<file path="src/rtl/fetch_sequencer_pkg.sv">
// Shared definitions for the fetch sequencer: state and bus-source encodings.
package fetch_sequencer_pkg;

   localparam int MAX_STEPS = 8;
   localparam int STEP_W    = $clog2(MAX_STEPS);

   typedef enum logic [1:0] {
      ST_FETCH0 = 2'd0,
      ST_FETCH1 = 2'd1,
      ST_EXEC   = 2'd2,
      ST_HALT   = 2'd3
   } seq_state_t;

   typedef enum logic [1:0] {
      BUS_NONE = 2'd0,
      BUS_PC   = 2'd1,
      BUS_MEM  = 2'd2,
      BUS_ALU  = 2'd3
   } bus_src_t;

   typedef struct packed {
      logic pc_en;
      logic mem_en;
      logic alu_en;
   } bus_drv_t;

endpackage

</file>
<file path="src/rtl/fetch_sequencer_bus_src_decode.sv">
// Bus driver selection: at most one of pc_en/mem_en/alu_en is set per cycle.
import fetch_sequencer_pkg::*;

module bus_src_decode (
   input  logic       en,
   input  seq_state_t state,
   input  logic [1:0] ex_bus_src,
   output bus_drv_t   drv
);

   always_comb begin
      drv = '0;
      if (en) begin
         unique case (state)
            ST_FETCH0: drv.pc_en  = 1'b1;
            ST_FETCH1: drv.mem_en = 1'b1;
            ST_EXEC: begin
               unique case (bus_src_t'(ex_bus_src))
                  BUS_PC:   drv.pc_en  = 1'b1;
                  BUS_MEM:  drv.mem_en = 1'b1;
                  BUS_ALU:  drv.alu_en = 1'b1;
                  BUS_NONE: drv        = '0;
               endcase
            end
            ST_HALT: drv = '0;
         endcase
      end
   end

endmodule

</file>
<file path="src/rtl/fetch_sequencer.sv">
// T-state sequencer for PC/AR/IR/memory strobes and shared-bus driver selection.
import fetch_sequencer_pkg::*;

module fetch_sequencer #(
   parameter int MAX_STEPS = fetch_sequencer_pkg::MAX_STEPS,
   parameter int STEP_W    = fetch_sequencer_pkg::STEP_W
) (
   input  logic              clk,
   input  logic              reset_bar,
   input  logic              halt_req,
   input  logic              run,
   input  logic              ex_done,
   input  logic              ex_pc_load,
   input  logic              jump_cond,
   input  logic [1:0]        ex_bus_src,
   output logic              pc_load,
   output logic              pc_en,
   output logic              pc_inc,
   output logic              ar_load,
   output logic              ir_load,
   output logic              mem_en,
   output logic              alu_en,
   output logic [STEP_W-1:0] step,
   output logic              halted,
   output logic              step_ovf
);

   localparam logic [STEP_W-1:0] LAST_STEP = STEP_W'(MAX_STEPS - 1);

   seq_state_t        state, state_nx;
   logic [STEP_W-1:0] step_nx;
   logic              ovf_set;
   logic              last_step;
   bus_drv_t          drv;

   always_ff @(posedge clk) begin
      if (!reset_bar) begin
         state    <= ST_FETCH0;
         step     <= '0;
         step_ovf <= 1'b0;
      end else begin
         state <= state_nx;
         step  <= step_nx;
         if (ovf_set)
            step_ovf <= 1'b1;
      end
   end

   assign last_step = (step == LAST_STEP);

   always_comb begin
      state_nx = state;
      step_nx  = step;
      ovf_set  = 1'b0;
      unique case (state)
         ST_FETCH0: begin
            state_nx = ST_FETCH1;
            step_nx  = STEP_W'(1);
         end
         ST_FETCH1: begin
            state_nx = ST_EXEC;
            step_nx  = STEP_W'(2);
         end
         ST_EXEC: begin
            // the counter never wraps: the last step is a forced boundary
            if (ex_done || last_step) begin
               state_nx = halt_req ? ST_HALT : ST_FETCH0;
               step_nx  = '0;
               ovf_set  = !ex_done;
            end else begin
               step_nx = step + STEP_W'(1);
            end
         end
         ST_HALT: begin
            step_nx = '0;
            if (run)
               state_nx = ST_FETCH0;
         end
      endcase
   end

   bus_src_decode u_bus (
      .en         (reset_bar),
      .state      (state),
      .ex_bus_src (ex_bus_src),
      .drv        (drv)
   );

   always_comb begin
      pc_load = 1'b0;
      pc_inc  = 1'b0;
      ar_load = 1'b0;
      ir_load = 1'b0;
      if (reset_bar) begin
         unique case (state)
            ST_FETCH0: ar_load = 1'b1;
            ST_FETCH1: begin
               ir_load = 1'b1;
               pc_inc  = 1'b1;
            end
            ST_EXEC: begin
               // PC cannot both drive the bus and load from it
               pc_load = ex_pc_load & jump_cond &
                         (bus_src_t'(ex_bus_src) != BUS_PC);
            end
            ST_HALT: pc_load = 1'b0;
         endcase
      end
   end

   assign pc_en  = drv.pc_en;
   assign mem_en = drv.mem_en;
   assign alu_en = drv.alu_en;
   assign halted = (state == ST_HALT);

endmodule

</file>
<file path="config.mk">
export PLATFORM = sky130hd
export DESIGN_NAME = fetch_sequencer
export DESIGN_NICKNAME = d
export VERILOG_FILES = /design/src/rtl/fetch_sequencer_pkg.sv /design/src/rtl/fetch_sequencer_bus_src_decode.sv /design/src/rtl/fetch_sequencer.sv
export SDC_FILE = /design/constraint.sdc
export NUM_CORES = 1
export LEC_CHECK = 0
export ABC_AREA = 1
export BUFFER_PORTS_ARGS = -buffer_cell sky130_fd_sc_hd__buf_2
export CELL_PAD_IN_SITES_DETAIL_PLACEMENT = 1
export CELL_PAD_IN_SITES_GLOBAL_PLACEMENT = 1
export CORE_MARGIN = 3
export CORE_UTILIZATION = 27
export CTS_CLUSTER_DIAMETER = 100
export DETAILED_ROUTE_END_ITERATION = 12
export GPL_TIMING_DRIVEN = 0
export HOLD_SLACK_MARGIN = 0.02
export PLACE_DENSITY = 0.74
export SYNTH_ARGS = -nofsm -noshare
export SYNTH_HDL_FRONTEND = slang
export SYNTH_SLANG_ARGS = --single-unit
</file>
<file path="constraint.sdc">
create_clock -name clk -period 1.3 [get_ports clk]
set_input_delay 0.26 -clock clk [delete_from_list [all_inputs] [get_ports clk]]
set_output_delay 0.26 -clock clk [all_outputs]
set_load 0.03 [all_outputs]
</file>
# After elaboration in Yosys (flattened, before gate mapping)
# Cells that the tools add are included.
# word_totals
ff_bits,6
# op_classes
add_sub_neg,1
n_reduce_logical,4
bitwise_logic,2
muxes,21
eq_ne,10
# ops
operator,n
$mux 1,12
$pmux 3 s4,1
$eq 2x2->1 const B,4
$pmux 2 s4,1
$mux 2,3
$mux 3,2
$eq 2x1->1 const B,2
$ne 2x2->1 const B,2
$pmux 1 s2,2
$add 3x1->3 const B,1
$eq 3x3->1 const B,1
$and 1x1->1,2
$logic_not 2->1,1
$ne 2x1->1 const B,1
$reduce_and 2->1,1
$logic_not 1->1,1
$logic_or 1x1->1,1

# Logic depth before layout (Yosys ltp)
# depth
ltp_word,4
depth_mapped,8
depth_no_buf,8

# By module
# Synthesis repeated with hierarchy kept, for this count alone.
# hier_totals
cells_unflattened,64
hier_area_um2,405.4
# by_module_without_submodules
mod,seq_area_each_um2,cells_per_inst,area_each_um2,n_inst
fetch_sequencer,120.1,49,317.8,1
bus_src_decode,0.0,15,87.6,1

# Worst setup path after synthesis
# No wires, ideal clock.
# synth_path
path_kind,flip-flop to output port
startpoint,reg state[0]
endpoint,out alu_en
required_time_ns,1.040
arrival_ns,1.398
path_slack_ns,-0.358
stages_incl_launch_ff,6
path_cell_list,dfxtp_1 > inv_1 > ha_1 > buf_6 > nand2_2 > nor3_1
# synth_between
elab_chain_len,3
# synth_lines
item,line,rtl
from (decl),fetch_sequencer.sv:30,"seq_state_t state, state_nx;"
from (signal assigned),fetch_sequencer.sv:42,state <= state_nx;
$eq 2x2->1,fetch_sequencer_bus_src_decode.sv:14,unique case (state)
$mux 1,fetch_sequencer_bus_src_decode.sv:14,
$mux 3,fetch_sequencer_bus_src_decode.sv:13,if (en) begin
to (decl),fetch_sequencer.sv:22,"output logic alu_en,"
# Every way passes these cells.

# Worst setup path in the final report
# layout_path
startpoint,reg state[0]
endpoint,out mem_en
# layout_between
elab_chain_len,3
word_cells_on_any_way,4
cone_classes,eq/ne: 2; mux: 2
# layout_lines
item,line,rtl
$eq 2x2->1 / $eq 2x1->1 (equally long branches),fetch_sequencer_bus_src_decode.sv:14,
$pmux 1 s2 (*),fetch_sequencer_bus_src_decode.sv:14,
$mux 3 (*),fetch_sequencer_bus_src_decode.sv:13,
to (decl),fetch_sequencer.sv:21,"output logic mem_en,"
# Mark *: on every way between the ends. The rest lies on a longest branch, timed or not.

==> out/qor.yml <==
grt:
  grt_pass1_vias: 501
  grt_pass1_wl_um: 2060
  track_usage: 0.140
  antenna_found_initial: 0
  grt_start_max_net_pins: 9
  grt.overflow.total: 0
detailed_routing:
  wl_per_cell_um: 12.9
  routed_wl_um: 1300
  viasPerCell: 4.79
  drt_iter0_markers: 1
  drtPass1Iterations: 4
  antenna_left: 0
  num_vias: 484
  drc: 0
floorplan:
  die_w_um: 46.8
  io_pins: 21
  core_um2: 1540
  dieArea_um2: 2190
  rows: 14
  initial_core_util: 0.292
  die_y_um: 46.8
sta:
  setup_violations: 8
  maxSlewViolCount: 0
  setup_slack_ps: -254
  max_freq_mhz: 644
  finalSetupTns_ps: -1370
  rsz0062_at_grt: "true"
  final_hold_viol_count: 0
  fin_worst_skew_ps: 3.50
  period_share: 1.20
  fin_crit_ps: 1550
  slew_headroom: 0.856
  worst_slew_pin_slew_ps: 215
placed_design:
  pre_cts_ws_ps: -171
  place_congestion: 0.768
  io_buffers: 19
  dpl.hpwl_um: 882
synth:
  synth_top_cell_area_share: 0.267
  synth_nets: 71
  yosys.area.top_type: "dfxtp_1"
  synth_top_flop_cell: "dfxtp_1"
  yosysWarnings: 0
  synth_edf_count: 0
  yosysSeqAreaShare: 0.267
  syn_inst: 56
  synth-async-reset-ratio: 0
  synth_cell_type_count: 22
  synth_commonest_cells: "inv_1 (8), nand2_1 (8), dfxtp_1 (6), ha_1 (6), a21oi_1 (5)"
  syn_area_um2: 450
  ys_seq_elements: 6
  syn_avg_cell_area_um2: 8.04
  post_synth_main_area_contributors: "dfxtp_1 (27%), ha_1 (17%), inv_1 (6.7%), nand2_1 (6.7%), a21oi_1 (5.6%)"
worst_hold_path:
  hp-class: "input port to register"
  holdPathStages: 3
  hp-start: "reset_bar"
  hold_end: "state[1]"
outcome:
  run_status: "finished with violations"
  violations: "negative setup slack"
worst_setup_path:
  cp-startpoint: "state[0]"
  rrSetupSlack_ps: 60
  cp_data_required_time_ps: 1040
  critPathLaunchType: "register"
  arrival_ps: 1290
  criticalPathCategory: "register to primary output"
  reg2reg_to: "state[1]"
  crit_path_end_kind: "primary output"
  timing.rr.start: "step[0]"
  worstRegToRegCells: 8
  crit_fanout: 3
final_layout:
  drive_gt1_frac: 0.718
  num-fill-cells: 187
  antenna_cells: 0
  synthToLayoutAreaGrowth_pct: 81.9
  fin_nets: 102
clock_tree:
  clock_latency_ps: 250
  htreeDepth: 1
  tritoncts: "done"
  numCtsBuffers: 3
  clock_path_buffers: 2
  path_clk_slew_ps: 40
  cts-root-buf: "clkbuf_4"
  clock_sinks: 6
run:
  cap_violations: 0
pwr:
  irDropWorstVdd_uv: 627
  p_leak_nw: 0.380
  power_density_nw_per_um2: 1460
## area by class of cell
| class | count | area [µm²] | area share |
|---|---|---|---|
| Multi-Input combinational cell | 38 | 378 | 0.461 |
| Sequential cell | 6 | 130 | 0.159 |
| Clock buffer | 3 | 22.5 | 0.0275 |
| Tap cell | 16 | 20.0 | 0.0244 |
| Timing Repair Buffer | 27 | 205 | 0.250 |
| Buffer | 2 | 22.5 | 0.0275 |
| Inverter | 9 | 41.3 | 0.0504 |
## registers in the layout (all words and copies together) (netlist names)
name / cells
state: 2
step: 3
step_ovf: 1
## how the worst max path moves through the flow
stage / end
floorplan: pc_en
global placement: mem_en
detailed placement: mem_en
CTS: mem_en
global route: mem_en
finish: mem_en
## report_power, final
| part | switching [mW] | total [mW] | internal, mW |
|---|---|---|---|
| registers | 0.0500 | 0.285 | 0.235 |
| logic | 0.400 | 0.739 | 0.339 |
| clock network | 0.0659 | 0.170 | 0.104 |
| total | 0.516 | 1.19 | 0.678 |
## stage by stage
stage          area [µm²]  std cells   util  power, mW  hold WS, ps
6_report              820        101  0.532       1.19          290
2_1_floorplan         498         56      -      0.640          426
3_5_place_dp          613         91  0.398      0.764          435
4_1_cts               781         99  0.506       1.16          280
3_3_place_gp          613         91  0.398      0.750          431
5_1_grt               820        101  0.532       1.30          278
## critical path, stage by stage, from the launching register on
cell and delay, ps:
dfxtp_4 350, buf_6 120, ha_4 140, nand2_2 50, inv_2 40, o21a_2 210
buf_6 130
## layer usage
metal	wire length, µm	GRT usage	up-vias	share of wire
met3	83	0.0268	5	0.064
met2	645	0.247	20	0.50
met4	63	0.116	0	0.048
met5	0	0	-	0
li1	-	-	241	-
met1	506	0.141	218	0.39
## cell usage in the layout, fill, tap and decap left out, types with 2 or more instances in the layout
| cell | Yosys | layout |
|---|---|---|
| a21oi_1 | 5 | 3 |
| buf_4 | 1 | 8 |
| nand4_1 | 2 | 2 |
| dfxtp_2 | 0 | 2 |
| inv_1 | 8 | 6 |
| buf_6 | 2 | 10 |
| clkbuf_4 | 0 | 3 |
| nor2_2 | 1 | 2 |
| buf_2 | 0 | 11 |
| nand2_1 | 8 | 5 |
| nand3_1 | 2 | 2 |
| a21oi_2 | 0 | 2 |
| dfxtp_1 | 6 | 2 |
| nand2_2 | 3 | 5 |
| nor3_4 | 0 | 2 |
| ha_4 | 0 | 4 |
| dfxtp_4 | 0 | 2 |
## cells by family after synthesis
logic type / share of synthesized area
buffers and inverters: 0.142
adder cells (fa/ha/maj): 0.167
AO/OA/AOI/OAI: 0.111
AND/OR/NAND/NOR: 0.314
flip-flops: 0.267
## what timing repair did
item	CTS	global route
pin swaps	4	2
gates resized for setup	30	7
setup buffers	6	2
hold buffers	0	0
endpoints found under the setup margin	9	10
Power figures use the tool's default switching activity.
